$ cat src/rtl/mem_arbiter.sv
// Two-port memory arbiter: instruction fetch and load/store share one single-cycle-latency memory.
// Data wins by default; a starvation counter forces a fetch grant after STARVE_LIMIT data grants.
module mem_arbiter #(
    parameter int unsigned ADDR_WIDTH   = 32,
    parameter int unsigned DATA_WIDTH   = 32,
    parameter int unsigned STARVE_LIMIT = 4
) (
    input  logic                    clk,
    input  logic                    reset_n,

    input  logic                    if_req,
    input  logic [ADDR_WIDTH-1:0]   if_addr,
    output logic                    if_ready,
    output logic                    if_rvalid,
    output logic [DATA_WIDTH-1:0]   if_rdata,

    input  logic                    d_req,
    input  logic                    d_we,
    input  logic [ADDR_WIDTH-1:0]   d_addr,
    input  logic [DATA_WIDTH-1:0]   d_wdata,
    input  logic [DATA_WIDTH/8-1:0] d_wstrb,
    output logic                    d_ready,
    output logic                    d_rvalid,
    output logic [DATA_WIDTH-1:0]   d_rdata,

    output logic                    mem_en,
    output logic [DATA_WIDTH/8-1:0] mem_we,
    output logic [ADDR_WIDTH-1:0]   mem_addr,
    output logic [DATA_WIDTH-1:0]   mem_wdata,
    input  logic [DATA_WIDTH-1:0]   mem_rdata
);

    localparam int unsigned CNT_W  = $clog2(STARVE_LIMIT + 1);
    localparam int unsigned STRB_W = DATA_WIDTH / 8;

    typedef enum logic [1:0] {
        IDLE    = 2'd0,
        BUSY_IF = 2'd1,
        BUSY_D  = 2'd2
    } state_t;

    state_t             r_state;
    state_t             w_next;
    logic [CNT_W-1:0]   r_starve;
    logic               w_idle;
    logic               w_fetch_prio;
    logic               w_grant_if;
    logic               w_grant_d;

    // Gating with reset_n keeps every output low while reset is held, even with requests pending.
    assign w_idle       = (r_state == IDLE) && reset_n;
    assign w_fetch_prio = (r_starve == CNT_W'(STARVE_LIMIT));
    assign w_grant_d    = w_idle && d_req && !(if_req && w_fetch_prio);
    assign w_grant_if   = w_idle && if_req && !w_grant_d;

    always_ff @(posedge clk or negedge reset_n) begin
        if (!reset_n) begin
            r_state <= IDLE;
        end else begin
            r_state <= w_next;
        end
    end

    // Busy states always last one cycle: the memory answers exactly one cycle after mem_en.
    always_comb begin
        w_next = IDLE;
        case (r_state)
            IDLE: begin
                if (w_grant_if) begin
                    w_next = BUSY_IF;
                end else if (w_grant_d) begin
                    w_next = BUSY_D;
                end
            end
            default: w_next = IDLE;
        endcase
    end

    always_comb begin
        if_ready  = 1'b0;
        d_ready   = 1'b0;
        mem_en    = 1'b0;
        mem_we    = '0;
        mem_addr  = '0;
        mem_wdata = '0;
        if_rvalid = 1'b0;
        if_rdata  = '0;
        d_rvalid  = 1'b0;
        d_rdata   = '0;

        if (w_grant_if) begin
            if_ready = 1'b1;
            mem_en   = 1'b1;
            mem_addr = if_addr;
        end else if (w_grant_d) begin
            d_ready   = 1'b1;
            mem_en    = 1'b1;
            mem_addr  = d_addr;
            mem_wdata = d_wdata;
            mem_we    = d_we ? d_wstrb : STRB_W'(0);
        end

        case (r_state)
            BUSY_IF: begin
                if_rvalid = 1'b1;
                if_rdata  = mem_rdata;
            end
            BUSY_D: begin
                d_rvalid = 1'b1;
                d_rdata  = mem_rdata;
            end
            default: ;
        endcase
    end

    // Counts data grants that bypass a waiting fetch; any cycle without a fetch request clears it.
    always_ff @(posedge clk or negedge reset_n) begin
        if (!reset_n) begin
            r_starve <= '0;
        end else if (w_grant_if || !if_req) begin
            r_starve <= '0;
        end else if (w_grant_d && !w_fetch_prio) begin
            r_starve <= r_starve + CNT_W'(1);
        end
    end

endmodule

$ cat config.mk
export PLATFORM = sky130hd
export DESIGN_NAME = mem_arbiter
export DESIGN_NICKNAME = d
export VERILOG_FILES = /design/src/rtl/mem_arbiter.sv
export SDC_FILE = /design/constraint.sdc
export NUM_CORES = 1
export LEC_CHECK = 0
export BUFFER_PORTS_ARGS = -buffer_cell sky130_fd_sc_hd__buf_2
export CAP_MARGIN = 20
export CORE_AREA = 4 4 106 108
export DETAILED_ROUTE_END_ITERATION = 12
export DIE_AREA = 0 0 110 112
export PLACE_DENSITY = 0.51
export REMOVE_ABC_BUFFERS = 1
export SLEW_MARGIN = 30
export SYNTH_ARGS = -nofsm -noshare
export SYNTH_HDL_FRONTEND = slang
export SYNTH_SLANG_ARGS = --single-unit
$ cat constraint.sdc
create_clock -name clk -period 2.3 [get_ports clk]
set_input_delay 0.345 -clock clk [delete_from_list [all_inputs] [get_ports clk]]
set_output_delay 0.345 -clock clk [all_outputs]
set_load 0.01 [all_outputs]
==> metrics.md <==
| Metric | Value |
|---|---|
| Post-synth top cells | `and2_1 (96), nand3_1 (66), a21oi_1 (32), clkbuf_1 (16)` |
| Via density | `4.27` |
| DRT met1 WL | `3450 um` |
| Clock Latency Late Sink | `0.22 ns` |
| DR pass1 iterations | `4` |
| Crit path DAT | `1.82 ns` |
| Cell Pwr Density | `229 nW/um^2` |
| Highest routed layer | `met4` |
| Fin crit share | `0.941` |
| Final Skew | `0.00201 ns` |
| Core ar. | `10,200 sq um` |
| Lkg Pwr | `approximately 1.9 nW` |
| Non-filler cells, final | `roughly 650` |
| Ranking of synthesized cells by area | `and2_1 (39%), nand3_1 (21%), a21oi_1 (10%)` |
| Setup-failing EPs final | `0` |
| Iteration-0 DRC Markers | `155` |
| Worst-Margin Slew | `0.382 ns` |
| Cell mode on critical path | `and3_1` |
| Synth async-reset ratio | `1.00` |
| Max Freq | `462 MHz` |
| Die Ht | `112 um` |
| Final nets | `657` |
| Synth Register Bits | `5` |
| Drt total wl | `9690 um` |
| Remaining DRCs | `0` |
| Rows | `37` |
| Clock slew at reported path FFs | `0.04 ns` |
| Crit Path Max Fanout | `37` |
| Worst EP required | `1.96 ns` |
| Sequential area share after synthesis | `0.0806` |
| Met2 WL | `5040 um` |
| Slowest-stage cell, CP | `dfrtp_1` |
| CTS tree | `done` |
| DR WL/cell | `14.8 um` |
| Fin crit period | `2.16 ns` |
| ANT cells | `0` |
| Area growth from synthesis to layout | `99.9%` |
| Dominant cell type by area after synthesis | `and2_1` |
| Startpoint types | `flop` |
| Synthesized area per cell | `6.00 sq um` |
| Number of synthesis warnings | `0` |
| Number of synthesized flops with an enable pin | `0` |
| CP cell instances | `inv_1, ha_1, nand3_2, and3_1, buf_4, and3_1, buf_2` |
| Max_cap viols | `0` |
| Largest net degree at the start of global routing | `39` |
| CP peak stage delay | `0.39 ns` |
| Layout Utilization | `0.303` |
| Die X-Extent | `roughly 110 um` |
| Min-delay src | `d_req` |
| Fin Setup TNS | `0 ns` |
| Outcome | `complete, no violations` |
| Yosys top cell area share | `0.387` |
| Final Hold Violating Endpoints | `0` |
| Number of global-route vias before repair | `between 2,000 and 3,000` |
| Most frequent cell after synthesis | `and2_1` |
| Synth Instances | `about 260` |
| Setup crit start | `r_starve[0]` |
| Critical path endpoint category | `output port` |
| Layout cell share with drive strength beyond 1 | `0.557` |
| Initial antenna violation count | `0` |
| Critical path type | `reg -> out` |
| H-tree Lvls | `1` |
| Vias | `approximately 2,800` |
| HPWL after DPL | `8130 um` |
| Dpl cells | `648` |
| Met3 wire length | `1130 um` |
| Overflow after GRT | `0` |
| Port Buf Inserts | `roughly 270` |
| Hold Path Class | `in -> reg` |
| Clock buffer depth | `2` |
| Gpl congestion | `0.817` |
| Antenna Nets Post-Route | `0` |
| Max-slew violations | `0` |
| CTS Sinks | `5` |
| Worst VDD drop | `0.117 mV` |
| FF-to-FF Start | `r_state[0]` |
| Global Route Usage Sum | `0.138` |
| Total power | `approximately 0.7 mW` |
| Io pins | `274` |
| Top FF cell, synth | `dfrtp_1` |
| Root buf cell | `clkbuf_8` |
| Layout fillers | `about 1,200` |
| Cell variety after synth | `23` |
| Post-CTS Setup Bufs | `0` |
| RSZ-0062 raised after global routing | `no` |
| Die area | `around 12,000 sq um` |
| Worst slew margin | `0.745` |
| Starting Density | `0.152` |
| Total CTS buffers | `3` |
| Post-synthesis cell area | `1550 sq um` |
| First-pass GRT wire length | `13,700 um` |
==> cell families after synthesis <==
family          Yosys count  share of synthesized area
compound gates           37                      0.130
fa+ha+maj                 2                     0.0161
simple gates            184                      0.685
buf+inv                  31                     0.0886
flops                     5                     0.0806
==> worst max-delay path, delay by kind of cell, from the launching register on <==
kind,cells,cell delay [ns]
buffers and inverters,3,0.43
adders and majority gates,1,0.25
DFF,1,0.39
and+or+nand+nor,3,0.51
==> stage by stage <==
step | hold WS (ns) | worst slack [ns] | cell area, sq um
after floorplan | 0.0494 | 0.0590 | 1420
after global placement | 0.171 | 0.379 | 3040
after detailed placement | 0.175 | 0.333 | 3040
after CTS | 0.468 | 0.0823 | 3090
after global routing | 0.493 | 0.00312 | 3100
final | 0.474 | 0.136 | 3100
==> metal layers <==
metal | up-vias | global-route usage
met5 | - | 0
met4 | 0 | 0.0191
met3 | 6 | 0.0319
met2 | 161 | 0.267
met1 | 1240 | 0.152
li1 | 1379 | -
==> repair_timing <==
action | 4_1_cts | 5_1_grt
hold endpoints to repair | 5 | 0
hold buffers | 1 | 0
resized for setup | 0 | 2
setup endpoints to repair | 0 | 11
==> state kept, by name, summed over array words and instances (netlist names) <==
signal and flops:
r_starve 3, r_state 2
==> cell usage in the layout (no fill, tap or decap), types with 2 or more instances in the layout <==
cell	Yosys	layout
buf_2	8	273
and2_1	96	96
nand3_1	66	66
a21oi_1	32	32
and3_1	8	8
buf_4	1	7
dfrtp_1	5	5
nand2_1	4	4
a21boi_0	3	3
clkbuf_8	0	3
inv_1	2	2
nor2b_1	2	2
nor2_1	2	2
nor3_1	2	2
ha_1	2	2
==> path summary, 6_finish.rpt <==
| path | to | slack [ns] | cells after the start |
|---|---|---|---|
| worst max-delay path | mem_we[3] | 0.14 | 7 |
| worst min-delay path | r_state[1] | 0.47 | 2 |
| worst max register to register | r_starve[2] | 0.70 | 4 |
| worst min register to register | r_starve[1] | 0.57 | 2 |
| max in group asynchronous | r_starve[0] | 1.57 | 2 |
| min in group asynchronous | r_state[0] | 0.53 | 2 |
==> report_power, final <==
part           switching (mW)  total [mW]  internal [mW]
registers             0.00289      0.0945         0.0916
clock network          0.0427       0.162          0.119
logic                   0.235       0.454          0.219
==> layout make-up <==
cell class / count / area, sq um / area share
Tap cell: 136 / 170 / 0.0548
Inverter: 2 / 7.51 / 0.00242
Clock buffer: 4 / 45.0 / 0.0145
Multi-Input combinational cell: 223 / 1300 / 0.418
Sequential cell: 5 / 125 / 0.0403
Timing Repair Buffer: 283 / 1460 / 0.470
Power figures use the tool's default switching activity.
